<file path="src/rtl/writeback.sv">
// MIPS write-back stage: selects ALU/load/link result and drives the register file write port.
// Optional load-timeout supervision is enabled with the WB_LOAD_TIMEOUT_EN macro.
`ifndef DWIDTH
`define DWIDTH 32
`endif
`ifndef AWIDTH
`define AWIDTH 5
`endif

module writeback #(
    parameter int DWIDTH  = `DWIDTH,
    parameter int AWIDTH  = `AWIDTH,
    parameter int TIMEOUT = 15
) (
    input  logic              w_clk,
    input  logic              w_rst,
    input  logic              w_in_valid,
    output logic              w_in_ready,
    input  logic              w_in_regwrite,
    input  logic [1:0]        w_in_sel,
    input  logic [AWIDTH-1:0] w_in_rd,
    input  logic [DWIDTH-1:0] w_in_alu,
    input  logic [DWIDTH-1:0] w_in_link,
    input  logic              w_mem_rvalid,
    input  logic [DWIDTH-1:0] w_mem_rdata,
    input  logic              w_flush,
    output logic              w_wr_en,
    output logic [AWIDTH-1:0] w_wr_addr,
    output logic [DWIDTH-1:0] w_wr_data,
    output logic              w_fwd_busy,
    output logic [AWIDTH-1:0] w_fwd_addr,
    output logic              w_err
);

    typedef enum logic [0:0] {
        IDLE      = 1'b0,
        WAIT_LOAD = 1'b1
    } state_t;

    state_t              state_r;
    state_t              state_nxt_s;
    logic                wr_en_r;
    logic                wr_en_nxt_s;
    logic [AWIDTH-1:0]   wr_addr_r;
    logic [AWIDTH-1:0]   wr_addr_nxt_s;
    logic [DWIDTH-1:0]   wr_data_r;
    logic [DWIDTH-1:0]   wr_data_nxt_s;
    logic [AWIDTH-1:0]   rd_r;
    logic [AWIDTH-1:0]   rd_nxt_s;
    logic [DWIDTH-1:0]   sel_data_s;
    logic                accept_s;
    logic                eff_s;
    logic                is_load_s;
    logic                timeout_s;
    logic                err_set_s;

    assign w_in_ready = (state_r == IDLE);
    assign accept_s   = w_in_ready && w_in_valid && !w_flush;
    // Writes to $0 never reach the register file.
    assign eff_s      = w_in_regwrite && (w_in_rd != {AWIDTH{1'b0}});
    assign is_load_s  = (w_in_sel == 2'b01);

    // Source mux for non-load results; reserved encoding falls back to ALU.
    always_comb begin
        sel_data_s = w_in_alu;
        case (w_in_sel)
            2'b10:   sel_data_s = w_in_link;
            default: sel_data_s = w_in_alu;
        endcase
    end

`ifdef WB_LOAD_TIMEOUT_EN
    localparam int CW = (TIMEOUT < 2) ? 1 : $clog2(TIMEOUT + 1);

    logic [CW-1:0] cnt_r;
    logic          err_r;

    assign timeout_s = (cnt_r == CW'(TIMEOUT - 1));
    assign w_err     = err_r;

    // Wait counter: held at zero in IDLE, so every new load starts from zero.
    always_ff @(posedge w_clk or negedge w_rst) begin
        if (!w_rst) begin
            cnt_r <= {CW{1'b0}};
        end else if (state_r == WAIT_LOAD) begin
            cnt_r <= cnt_r + CW'(1);
        end else begin
            cnt_r <= {CW{1'b0}};
        end
    end

    // Sticky load-timeout flag, cleared only by reset.
    always_ff @(posedge w_clk or negedge w_rst) begin
        if (!w_rst) begin
            err_r <= 1'b0;
        end else begin
            err_r <= err_r | err_set_s;
        end
    end
`else
    logic [31:0] unused_timeout_s;

    // Without supervision a load waits forever; the parameter is kept for interface compatibility.
    assign unused_timeout_s = 32'(TIMEOUT);
    assign timeout_s        = 1'b0;
    assign w_err            = 1'b0;
`endif

    // Next-state and write-port decode; flush has priority over rvalid, rvalid over timeout.
    always_comb begin
        state_nxt_s   = state_r;
        wr_en_nxt_s   = 1'b0;
        wr_addr_nxt_s = wr_addr_r;
        wr_data_nxt_s = wr_data_r;
        rd_nxt_s      = rd_r;
        err_set_s     = 1'b0;
        case (state_r)
            IDLE: begin
                if (accept_s && eff_s) begin
                    if (is_load_s) begin
                        state_nxt_s = WAIT_LOAD;
                        rd_nxt_s    = w_in_rd;
                    end else begin
                        wr_en_nxt_s   = 1'b1;
                        wr_addr_nxt_s = w_in_rd;
                        wr_data_nxt_s = sel_data_s;
                    end
                end else begin
                    state_nxt_s = IDLE;
                end
            end
            WAIT_LOAD: begin
                if (w_flush) begin
                    state_nxt_s = IDLE;
                end else if (w_mem_rvalid) begin
                    state_nxt_s   = IDLE;
                    wr_en_nxt_s   = 1'b1;
                    wr_addr_nxt_s = rd_r;
                    wr_data_nxt_s = w_mem_rdata;
                end else if (timeout_s) begin
                    state_nxt_s = IDLE;
                    err_set_s   = 1'b1;
                end else begin
                    state_nxt_s = WAIT_LOAD;
                end
            end
            default: begin
                state_nxt_s = IDLE;
            end
        endcase
    end

    // State, pending destination and registered write port.
    always_ff @(posedge w_clk or negedge w_rst) begin
        if (!w_rst) begin
            state_r   <= IDLE;
            rd_r      <= {AWIDTH{1'b0}};
            wr_en_r   <= 1'b0;
            wr_addr_r <= {AWIDTH{1'b0}};
            wr_data_r <= {DWIDTH{1'b0}};
        end else begin
            state_r   <= state_nxt_s;
            rd_r      <= rd_nxt_s;
            wr_en_r   <= wr_en_nxt_s;
            wr_addr_r <= wr_addr_nxt_s;
            wr_data_r <= wr_data_nxt_s;
        end
    end

    assign w_wr_en    = wr_en_r;
    assign w_wr_addr  = wr_addr_r;
    assign w_wr_data  = wr_data_r;
    assign w_fwd_busy = (state_r == WAIT_LOAD);
    assign w_fwd_addr = w_fwd_busy ? rd_r : {AWIDTH{1'b0}};

endmodule

</file>
<file path="config.mk">
export PLATFORM = sky130hd
export DESIGN_NAME = writeback
export DESIGN_NICKNAME = d
export VERILOG_FILES = /design/src/rtl/writeback.sv
export SDC_FILE = /design/constraint.sdc
export NUM_CORES = 1
export LEC_CHECK = 0
export ABC_AREA = 1
export CAP_MARGIN = 5
export CORE_AREA = 8 8 98 100
export CTS_BUF_LIST = sky130_fd_sc_hd__clkbuf_2
export DETAILED_ROUTE_END_ITERATION = 12
export DIE_AREA = 0 0 106 108
export PLACE_DENSITY = 0.86
export SLEW_MARGIN = 20
export SYNTH_ARGS = -nofsm -noshare
export SYNTH_HDL_FRONTEND = slang
export SYNTH_SLANG_ARGS = --single-unit
</file>
<file path="constraint.sdc">
create_clock -name w_clk -period 1.3 [get_ports w_clk]
set_input_delay 0.325 -clock w_clk [delete_from_list [all_inputs] [get_ports w_clk]]
set_output_delay 0.325 -clock w_clk [all_outputs]
set_load 0.05 [all_outputs]
</file>
==> results of run 1 <==
repair_timing:
item / CTS / global route
endpoints found under the setup margin: 89 / 89
pin swaps: 1 / 3
endpoints found under the hold margin: 44 / 0
gates cloned: 3 / 2
hold buffers: 1 / 0
buffers inserted: 12 / 7
resized for setup: 18 / 4
layout by cell type, fill, tap and decap left out, drive strengths merged:
master and instances:
o21ai 2, clkdlybuf4s50 107, buf 92, clkinvlp 5, inv 70, nand2 237, clkinv 1, clkbuf 8
dfrtp 44, bufbuf 1, dlygate4sd3 1, nand3 72, conb 1, nand4 1, nor2 4
worst max-delay path: cells and delay by family (launching register included):
family | cells | cell delay (ns)
DFF | 1 | 0.49
buffers and inverters | 3 | 0.41
and+or+nand+nor | 1 | 0.07
power breakdown:
group	internal [mW]	switching, mW	leakage, nW	total, mW
registers	1.67	0.335	0.550	2.00
logic	1.70	1.63	2.38	3.33
clock network	0.144	0.417	0.0306	0.562
total	3.51	2.38	2.96	5.89
final timing paths:
kind	endpoint	slack, ns	depth (start not counted)
setup / recovery	w_fwd_addr[4]	-0.40	4
hold / removal	w_wr_addr[3]$_DFFE_PN0P_	0.42	3
setup reg to reg	w_wr_data[30]$_DFFE_PN0P_	-0.27	10
hold reg to reg	rd_r[1]$_DFFE_PN0P_	0.57	2
max in group asynchronous	w_wr_data[0]$_DFFE_PN0P_	0.66	3
min in group w_clk	rd_r[4]$_DFFE_PN0P_	0.48	3
per-layer routing:
metal  wire (um)  vias to the layer above  global-route usage (%)
met5           0                        -                       0
met4         167                        0                   4.623
met3         795                       19                   5.294
met2        5781                      144                   35.48
met1        4172                     1589                   19.86
li1            -                     1731                       -
layout make-up:
cell class | instances | area [um^2] | share of cell area [%]
Clock buffer | 7 | 35.03 | 0.6380
Clock inverter | 1 | 3.754 | 0.06835
Inverter | 75 | 302.8 | 5.514
Tap cell | 105 | 131.4 | 2.392
Multi-Input combinational cell | 317 | 1366 | 24.88
Sequential cell | 44 | 1102 | 20.07
Timing Repair Buffer | 202 | 2550 | 46.43
kinds of logic after synthesis:
family,count (synthesis)
other,1
DFF,44
and+or+nand+nor,314
AOI/OAI and AO/OA,2
buffers and inverters,102
registers in the layout, summed over array words and instances, names as in the netlist:
signal	count
w_wr_data	32
w_fwd_busy	1
w_wr_addr	5
rd_r	5
w_wr_en	1
==> results.txt, run 1 <==
Status: complete, but fails checks
Failing checks: setup timing
# setup viols final: 89
Min Hold Slack: 0.4196 ns
Post-synthesis sequential area ratio: 38.99%
Most frequent cells after synthesis: nand2_1 (237), inv_1 (74), nand3_1 (72)
Clock Path Buffers: 2
Post-Synth XOR/XNOR Area: 0%
Post-synthesis simple-gate area fraction: 45.10%
Initial antenna violation count: 0
Initial DRT Pass Iterations: 4
Dominant cells by area after synthesis: dfrtp_1 (39%), nand2_1 (32%), nand3_1 (13%), inv_1 (9.8%), buf_2 (2.7%)
Synthesis Warnings: 0
Post-synth ARST share: 100.0%
First-pass GRT wire length: 17.32 mm
Starting Density: 35.07%
Post-synthesis sequential element count: 44
Placed cell areas: 5116 um^2
Die ar.: 11,450 um^2
Clock Pin Slew Worst Setup and Hold Paths: 0.22 ns
Place WS: -0.4397 ns
Endpoints failing hold: 0
Die W: 106 um
Routed vias: 3,483
CTS H-tree depth: 2
NumNets Final: 754
Fin crit share: 130.9%
CORE AREA: 8051 um^2
Largest fanout on the critical path: 6
Vias/cell: 4.638
Fillers: 640
Final Slew Violations: 0
Routability cong.: 0.8103
Diode count: 0
Final WL: 10.92 mm
Clk_lat worst skew: 0.40 ns
Avg Synthesized Cell Area: 6.099 um^2
Worst endpoint required time: 0.98 ns
Total power: 5.887 mW
Fin worst setup slack: -0.4021 ns
DRC errors left: 0
Mux share of post-synthesis cell area: 0%
Share of post-route cells with drive strength above 1: 18.27%
DP HPWL: 7.882 mm
Placed insts: 719
WP data arrival: 1.38 ns
Mean routed wirelength per cell: 14.54 um
CTS Buf Count: 5
Most used cell, CP: buf_12
Area share of the leading cell type in the synthesized netlist: 38.99%
Post-Synthesis Cells: 463
Fin Setup TNS: -14.14 ns
Dominant combinational cell family by area after synthesis: simple AND/OR/NAND/NOR gates
Rows: 33
Hold Crit Class: in2async
Fin crit period: 1.702 ns
Layout Utilization: 68.21%
Crit-path cells: buf_12 -> nand2_4 -> clkinvlp_4 -> buf_12
EDFF count, synth: 0
F_max: 0.5875 GHz
Root Buffer: clkbuf_2
Worst r2r src: w_fwd_busy$_DFF_PN0_
VDD IR max: 0.5388 mV
DR iter-0 viols: 188
Ys flop type: dfrtp_1
Clock sinks: 44
Cell Area, Synth: 2824 um^2
Skew final: 0.02337 ns
Vias in the first global route: 3,578
Largest net degree at the start of global routing: 45
Total grt overflow: 0
Startpoint types: register
Largest stage delay, worst path: 0.49 ns
Max-cap violations: 0
Yosys cell types: 15
Total GRT Usage: 18.67%
Crit. End Element: primary output
# IOs: 155
Crit path from: w_fwd_busy$_DFF_PN0_
Count leader, synth: nand2_1
Compound-Gate Fraction of Synth Area: 0.3545%
Post-Syn Nets: 572
Power Dens Cells: 1072 nW/um^2
Slowest CP cell: dfrtp_2
Post-DRT Antenna Nets: 0
RSZ-0062 raised after global routing: yes
Port Buf Inserts: 153
Finished Layout Cells: 751
Area leader, netlist: dfrtp_1
Die span in y: 108 um
Adder-cell area share of the yosys netlist: 0%
Setup CP Type: reg2out
Leak: 2.959 nW
CTS tree: yes
Finished Cell Area: 5492 um^2
Layout area overhead: 94.46%
(Power assumes the default switching activity.)
==> run 2: changes to the inputs <==
--- a/config.mk
+++ b/config.mk
@@ -12,7 +12,6 @@
 export DETAILED_ROUTE_END_ITERATION = 12
 export DIE_AREA = 0 0 106 108
 export PLACE_DENSITY = 0.86
-export SLEW_MARGIN = 20
 export SYNTH_ARGS = -nofsm -noshare
 export SYNTH_HDL_FRONTEND = slang
 export SYNTH_SLANG_ARGS = --single-unit
==> results of run 2 <==
Final layout, timing and power as in run 1 (identical DEF).
==> run 3: changes to the inputs <==
--- a/config.mk
+++ b/config.mk
@@ -6,7 +6,7 @@
 export NUM_CORES = 1
 export LEC_CHECK = 0
 export ABC_AREA = 1
-export CAP_MARGIN = 5
+export CAP_MARGIN = 15
 export CORE_AREA = 8 8 98 100
 export CTS_BUF_LIST = sky130_fd_sc_hd__clkbuf_2
 export DETAILED_ROUTE_END_ITERATION = 12
==> results of run 3 <==
Final layout, timing and power as in run 1 (identical DEF).
